==> config.mk <==
export PLATFORM = sky130hd
export DESIGN_NAME = word_game_ctrl
export DESIGN_NICKNAME = d
export VERILOG_FILES = /design/src/rtl/word_game_ctrl.sv
export SDC_FILE = /design/constraint.sdc
export NUM_CORES = 1
export LEC_CHECK = 0
export CAP_MARGIN = 20
export CORE_ASPECT_RATIO = 0.9
export CORE_MARGIN = 10
export CORE_UTILIZATION = 35
export CTS_CLUSTER_SIZE = 28
export DETAILED_ROUTE_END_ITERATION = 10
export GPL_TIMING_DRIVEN = 0
export PLACE_DENSITY = 0.69
export SETUP_SLACK_MARGIN = 0.5
export SYNTH_ARGS = -nofsm -noshare
export SYNTH_HDL_FRONTEND = slang
export SYNTH_SLANG_ARGS = --single-unit
export TNS_END_PERCENT = 50
==> constraint.sdc <==
create_clock -name clk -period 4 [get_ports clk]
set_clock_uncertainty 0.05 [all_clocks]
set_input_delay 0.4 -clock clk [delete_from_list [all_inputs] [get_ports clk]]
set_output_delay 0.4 -clock clk [all_outputs]
set_load 0.01 [all_outputs]
==> src/rtl/word_game_ctrl.sv <==
// Word-scramble game sequencer: login, difficulty, timed play, swaps, saturating score, paged top scores.
// Define BEST_SCORE_EN to keep a per-mode best-score table and drive best_score/new_best.
module word_game_ctrl #(
  parameter  int NUM_MODES = 3,
  parameter  int SCORE_W   = 7,
  parameter  int IDX_W     = 3,
  parameter  int PID_W     = 3,
  localparam int MW        = (NUM_MODES > 1) ? $clog2(NUM_MODES) : 1
) (
  input  logic               clk,
  input  logic               rst,
  input  logic               log_on,
  input  logic               pwd_pls,
  input  logic               start_pls,
  input  logic               load_pls,
  input  logic               is_correct,
  input  logic               time_out,
  input  logic [PID_W-1:0]   pid_in,
  input  logic               is_guest_in,
  input  logic [IDX_W-1:0]   ind_in1,
  input  logic [IDX_W-1:0]   ind_in2,
  output logic [2:0]         control_sig,
  output logic               mux_ctrl,
  output logic               log_out,
  output logic [MW-1:0]      mode,
  output logic [3:0]         mode_disp,
  output logic               scram_pls,
  output logic               flip_pls,
  output logic [IDX_W-1:0]   ind_out1,
  output logic [IDX_W-1:0]   ind_out2,
  output logic               timer_en,
  output logic               timer_reconfig,
  output logic [SCORE_W-1:0] score,
  output logic [SCORE_W-1:0] best_score,
  output logic               new_best,
  output logic [PID_W-1:0]   pid_out,
  output logic               is_guest_out
);

  localparam logic [2:0] IDLE     = 3'd0;
  localparam logic [2:0] SETUP    = 3'd1;
  localparam logic [2:0] GETWORD  = 3'd2;
  localparam logic [2:0] SWAP     = 3'd3;
  localparam logic [2:0] CORRECT  = 3'd4;
  localparam logic [2:0] GAMEOVER = 3'd5;
  localparam logic [2:0] LOGOUT   = 3'd6;
  localparam logic [2:0] TOPSCORE = 3'd7;

  localparam logic [MW-1:0]      LAST_MODE = MW'(NUM_MODES - 1);
  localparam logic [SCORE_W-1:0] SCORE_MAX = '1;

  logic [2:0]    state;
  logic [2:0]    nextState;
  logic [MW-1:0] nextMode;
  logic          page;
  logic          nextPage;
  logic [2:0]    nextCtrl;
  logic          enterGameover;

  // Outputs are registered from the next state, so each response lands on the
  // same edge as the state change it belongs to.
  always_comb begin
    // NOTE: every always_comb output gets a default first so no path infers a latch.
    nextState = state;
    nextMode  = mode;
    nextPage  = page;
    case (state)
      IDLE:     if (log_on) nextState = SETUP;
      SETUP: begin
        if (start_pls)     nextState = GETWORD;
        else if (pwd_pls)  nextState = LOGOUT;
        else if (load_pls) begin
          if (mode == LAST_MODE) begin
            nextMode  = '0;
            nextPage  = 1'b0;
            nextState = TOPSCORE;
          end else begin
            nextMode = mode + MW'(1);
          end
        end
      end
      GETWORD: begin
        if (start_pls)     nextState = IDLE;
        else if (time_out) nextState = GAMEOVER;
        else if (pwd_pls)  nextState = SWAP;
      end
      SWAP: begin
        if (start_pls)       nextState = IDLE;
        else if (time_out)   nextState = GAMEOVER;
        else if (is_correct) nextState = CORRECT;
      end
      CORRECT:  nextState = GETWORD;
      GAMEOVER: if (start_pls) nextState = IDLE;
      LOGOUT:   nextState = IDLE;
      TOPSCORE: begin
        if (start_pls)     nextPage  = ~page;
        else if (load_pls) nextState = IDLE;
      end
      default:  nextState = IDLE;
    endcase
    if (nextState == IDLE) nextMode = '0;
  end

  always_comb begin
    nextCtrl = 3'd0;
    case (nextState)
      SETUP, LOGOUT:          nextCtrl = 3'd1;
      GETWORD, SWAP, CORRECT: nextCtrl = 3'd2;
      GAMEOVER:               nextCtrl = 3'd3;
      TOPSCORE:               nextCtrl = {2'b10, nextPage};
      default:                nextCtrl = 3'd0;
    endcase
  end

  assign enterGameover = (nextState == GAMEOVER) && (state != GAMEOVER);

  // NOTE: sequential state uses non-blocking assignments only, so every register
  // samples the pre-edge values regardless of statement order.
  always_ff @(posedge clk) begin
    if (!rst) begin
      state          <= IDLE;
      page           <= 1'b0;
      control_sig    <= 3'd0;
      mux_ctrl       <= 1'b0;
      log_out        <= 1'b0;
      mode           <= '0;
      mode_disp      <= 4'd0;
      scram_pls      <= 1'b0;
      flip_pls       <= 1'b0;
      ind_out1       <= '0;
      ind_out2       <= '0;
      timer_en       <= 1'b0;
      timer_reconfig <= 1'b0;
      score          <= '0;
      pid_out        <= '0;
      is_guest_out   <= 1'b0;
    end else begin
      state          <= nextState;
      page           <= nextPage;
      mode           <= nextMode;
      mode_disp      <= 4'(nextMode) + 4'd4;
      control_sig    <= nextCtrl;
      timer_en       <= nextState inside {GETWORD, SWAP, CORRECT};
      timer_reconfig <= (state == SETUP) && (nextState == GETWORD);
      scram_pls      <= (state == GETWORD) && (nextState == SWAP);
      flip_pls       <= (state == SWAP) && (nextState == SWAP) && load_pls;
      log_out        <= (state == SETUP) && (nextState == LOGOUT);

      if ((state == IDLE) && (nextState == SETUP)) mux_ctrl <= 1'b1;
      else if (state == LOGOUT)                    mux_ctrl <= 1'b0;

      if (state == SWAP) begin
        ind_out1 <= ind_in1;
        ind_out2 <= ind_in2;
      end

      // A solved word and an expiring timer in the same cycle never reach CORRECT.
      if (nextState == SETUP)
        score <= '0;
      else if ((nextState == CORRECT) && (score != SCORE_MAX))
        score <= score + SCORE_W'(1);

      if (enterGameover) begin
        pid_out      <= pid_in;
        is_guest_out <= is_guest_in;
      end
    end
  end

`ifdef BEST_SCORE_EN
  logic [SCORE_W-1:0] bestTbl [NUM_MODES];
  logic               bestWr;

  assign bestWr = enterGameover && !is_guest_in && (score > bestTbl[mode]);

  always_ff @(posedge clk) begin
    if (!rst) begin
      // NOTE: the table is small and must read as zero after reset, so it is
      // built from resettable flops rather than an uninitialised RAM.
      for (int i = 0; i < NUM_MODES; i++) bestTbl[i] <= '0;
      best_score <= '0;
      new_best   <= 1'b0;
    end else begin
      if (bestWr) bestTbl[mode] <= score;
      best_score <= (bestWr && (nextMode == mode)) ? score : bestTbl[nextMode];
      if (enterGameover)          new_best <= bestWr;
      else if (nextState == IDLE) new_best <= 1'b0;
    end
  end
`else
  assign best_score = '0;
  assign new_best   = 1'b0;
`endif

endmodule

## Word level (Yosys, flattened, before mapping)

Cells that the tools add are included.

- $add $sub $neg: 3
- Equal/unequal tests: 17
- Mux-type cells: 30
- Bitwise operators: 2
- Reduce and logical (&&, ||, !) cells: 15

Operators with widths:

| cell | number |
|---|---|
| 3-bit two-way mux | 14 |
| 3-bit == test (second input constant) | 8 |
| 3-bit case mux with 8 select lines | 1 |
| 3-bit by 2-bit == test with 1-bit output (second input constant) | 4 |
| 2-bit two-way mux | 6 |
| 3-bit case mux with 4 select lines | 1 |
| 1-bit logical AND | 8 |
| 7-bit by 1-bit adder with 7-bit output (second input constant) | 1 |
| 1-bit two-way mux | 7 |
| 7-bit != test (second input constant) | 1 |
| 3-bit by 1-bit == test with 1-bit output (second input constant) | 2 |
| 3-bit zero test | 2 |
| 2-bit by 3-bit adder with 4-bit output (second input constant) | 1 |
| 2-bit OR reduction | 2 |
| 3-bit != test (second input constant) | 1 |
| 3-bit nonzero test | 1 |
| 3-bit OR reduction | 1 |
| 2-bit by 1-bit adder with 2-bit output (second input constant) | 1 |
| 2-bit == test (second input constant) | 1 |
| 1-bit inverter | 2 |
| 1-bit case mux with 2 select lines | 1 |
| 2-bit nonzero test | 1 |

- Register bits: 36
- Input bits: 18

## Depth between registers and ports, before layout

- Depth after elaboration: 9
- Gate-level depth with buffers: 7
- Gate-level depth less buffers: 6

## Worst setup path before layout

OpenSTA, ideal clock, no wires.

- Path type: input port to flip-flop
- Start point: input start_pls
- End point: register score[5]
- Setup time: 70 ps
- Arrival time: 2086 ps
- Required time: 3880 ps
- Slack: 1794 ps
- Stages on the path: 7
- Cell sequence: buf_6 > nand2b_4 > o2bb2ai_1 > a211oi_4 > o2111ai_4 > or4_1 > a21oi_1

- Word-level cells in the longest chain between the ends: 4
- Elaborated cells on any way between the ends: 10
- Classes of those cells: eq/ne (2); mux (6); reduce/logical (2)

Ends and longest elaborated chain:

| element | RTL line | RTL |
|---|---|---|
| start, declared | 14 | `input logic start_pls,` |
| 3-bit two-way mux (on tied branches) | - |  |
| 3-bit case mux with 8 select lines * | 67 | `case (state)` |
| 3-bit by 1-bit == test with 1-bit output / 3-bit == test (equally long branches) | 158, 160 |  |
| 2-bit OR reduction (no line) / 1-bit logical AND (equally long branches) | - |  |
| end signal, assigned | 161 | `score <= score + SCORE_W'(1);` |
| end, declared | 33 | `output logic [SCORE_W-1:0] score,` |

Mark *: on every way between the ends. The rest lies on a longest branch, timed or not.
A chain may end at the register's enable or synchronous reset.

## Worst setup path after layout

- Start point: input load_pls
- End point: register score[5]

- Word-level cells in the longest chain between the ends: 6
- Elaborated cells on any way between the ends: 10
- Classes of those cells: eq/ne (2); mux (6); reduce/logical (2)

Ends and longest elaborated chain:

| element | RTL line | RTL |
|---|---|---|
| start, declared | 15 | `input logic load_pls,` |
| 3-bit two-way mux | 72 | `else if (load_pls) begin` |
| 3-bit two-way mux | 71 | `else if (pwd_pls) nextState = LOGOUT;` |
| 3-bit two-way mux | 70 | `if (start_pls) nextState = GETWORD;` |
| 3-bit case mux with 8 select lines * | 67 |  |
| 3-bit by 1-bit == test with 1-bit output / 3-bit == test (equally long branches) | 158, 160 |  |
| 2-bit OR reduction (no line) / 1-bit logical AND (equally long branches) | - |  |

Marked as above.

==> reports/qor.yml <==
outcome: "completed"
cts_setup_buffers: 0
rows: 23
vias_per_cell: 4.665
grt_pass1_wl_mm: 6.768
via_count: 1446
yosysSeqAreaShare: 0.4049
hold_slack_ns: 0.4181
setup_viol: 0
cp-end-kind: "register"
clk_latency_ns: 0.28
postCtsHoldBufs: 0
startpoint: "load_pls"
swShare: 0.2674
power_density_mw_per_mm2: 317.4
worstMarginPinSlew_ns: 0.5872
required_ns: 4.17
hp-class: "reg2reg"
cp-endpoint: "score[5]"
cts_resized: 0
fin_crit_sh: 0.6629
yosysTopAreaCellShare: 0.4049
fillers: 460
fin_nets: 266
final_common_cell: "clkdlybuf4s50_1"
synth_edf_count: 0
grt_pass1_vias: 1425
async_reset_ff_frac: 0
postRouteAntennaNets: 0
antenna_found_initial: 0
ir_drop_mv: 0.2022
clkTransAtPathRegs_ns: 0.06
critPathLaunchType: "input port"
cts_sinks: 33
cts.htree.levels: 2
overflow: 0
crit_arrival_ns: 2.82
avgSynthCellArea_um2: 8.819
portBuffers: 47
ys_types: 49
antenna_cells: 0
synth_area_leader_cell: "dfxtp_1"
total_leakage_power_nw: 0.9058
worstSetupPathType: "in2reg"
start_util: 0.3634
fmax_ghz: 0.3772
synth_flop_cell: "dfxtp_1"
seqPwrFrac: 0.479
routedWlPerCell_um: 12.99
io_pins: 58
drv_cap: 0
grt_util_all_layers: 0.1061
intPower_mw: 0.5324
max_slew_margin: 0.6068
die_y_um: 84.77
grt_setup_unrepaired: "false"
yosys_warnings: 0
synthTopCellsByArea: "dfxtp_1 (40%), mux2i_1 (5.5%), buf_4 (5.5%), nor2_1 (4.1%), nand2_1 (3.5%)"
dieArea_mm2: 0.007796
tritoncts: "built"
synth_area_mm2: 0.001632
drv_slew: 0
final.setup.tns_ns: 0
syn2layout_area_growth_pct: 40.34
reg2reg_setup_slack_ns: 1.63
gp_congestion: 0.8248
drive_gt1_frac: 0.1250
layout_common_cells: "clkdlybuf4s50_1 (47), dfxtp_1 (33), nor2_1 (18)"
p_switching_mw: 0.1943
drt_iter0_drc: 63
wirelength_mm: 4.027
numCtsBuffers: 5
drc: 0
grt_max_degree: 11
dr.pass1.iters: 4
syn_inst: 185
synth-seq-cells: 33
clk_path_buf_depth: 2
period_needed_ns: 2.651
comb_power_share: 0.199
crit_fanout: 10
die_w_um: 91.97
r2r_cells: 5
dp_hpwl_mm: 3.182
cts_root_buffer: "clkbuf_8"
finalHoldViolations: 0
pwr-share-clk: 0.322
coreArea_mm2: 0.004489
r2r_end: "score[5]"
r2r_start: "state[0]"
-- synth_stat cells, types with 2 or more instances --
cell type	instances
nor3_1	3
and2_2	2
nor3b_1	3
nor2b_1	2
clkbuf_1	4
dfxtp_1	33
nor2_1	18
nand2b_1	3
a21oi_1	10
o31ai_1	3
or3_1	5
o21bai_1	3
mux2i_1	9
inv_1	7
buf_4	12
nand2_1	15
o21ai_0	11
nand3b_1	4
nand3_1	8
-- layer usage --
| metal | wire [µm] | global-route usage | vias up | share of wire |
|---|---|---|---|---|
| met5 | 0 | 0 | - | 0 |
| li1 | - | - | 751 | - |
| met1 | 1636 | 0.1056 | 644 | 0.41 |
| met3 | 490 | 0.07028 | 8 | 0.12 |
| met4 | 78 | 0.05042 | 0 | 0.019 |
| met2 | 1821 | 0.1686 | 43 | 0.45 |
-- logic make-up (layout without fill, tap and decap cells) --
kind of cell	Yosys count	in the layout	synth area share
AND/OR/NAND/NOR	73	73	0.2408
AO/OA/AOI/OAI	42	42	0.1933
flip-flops	33	33	0.4049
buffers and inverters	25	80	0.09049
multiplexers	9	9	0.05522
adder cells (fa/ha/maj)	1	1	0.007667
other	1	9	0.002298
XOR/XNOR	1	1	0.005369
-- state kept, by name (all words and copies together), names as in the netlist --
name,count
control_sig,3
flip_pls,1
ind_out1,3
ind_out2,3
is_guest_out,1
log_out,1
mode,1
mode_disp,2
mux_ctrl,1
page,1
pid_out,3
score,7
scram_pls,1
state,3
timer_en,1
timer_reconfig,1
-- metrics by stage --
stage	power [mW]	cell area, µm²	util	std cells	setup slack [ns]
final	0.7267	2290	0.5100	310	1.349
after global routing	0.7686	2290	0.5100	310	1.166
after CTS	0.7373	2290	0.5100	310	1.368
after detailed placement	0.4995	2210	0.4922	302	1.056
after global placement	0.4992	2210	0.4922	302	1.084
after floorplan	0.4446	1662	-	193	1.794
-- how the worst min path moves through the flow --
stage,end,from,cells after the start
after global routing,pid_out[2],pid_out[2],2
after detailed placement,pid_out[2],pid_out[2],2
after CTS,pid_out[2],pid_out[2],2
after floorplan,mode_disp[2],rst,0
after global placement,pid_out[0],pid_out[0],2
final,pid_out[0],pid_out[0],2
-- cell type report --
type | instances | area (µm²) | area share
well taps | 62 | 77.57 | 0.03388
clock buffers | 8 | 80.08 | 0.03497
repair buffers | 47 | 470.5 | 0.2055
inverters | 7 | 26.28 | 0.01148
plain buffers | 18 | 121.4 | 0.05301
flip-flops and latches | 33 | 660.6 | 0.2885
multi-input cells | 135 | 853.3 | 0.3727
-- power by group through the flow --
stage	combinational [mW]	clock (mW)	sequential, mW
after floorplan	0.0863	0	0.358
after global placement	0.144	0	0.355
after detailed placement	0.144	0	0.355
after CTS	0.145	0.245	0.348
after global routing	0.160	0.260	0.349
final	0.145	0.234	0.348
-- critical path, cell delays in order --
cell	delay (ns)
clkdlybuf4s50_1	0.62
nand3b_1	0.19
nor2b_1	0.20
o31ai_4	0.45
o2111ai_4	0.29
or4_1	0.52
a21oi_1	0.15
Note: power is estimated with default switching activity, not from simulation.
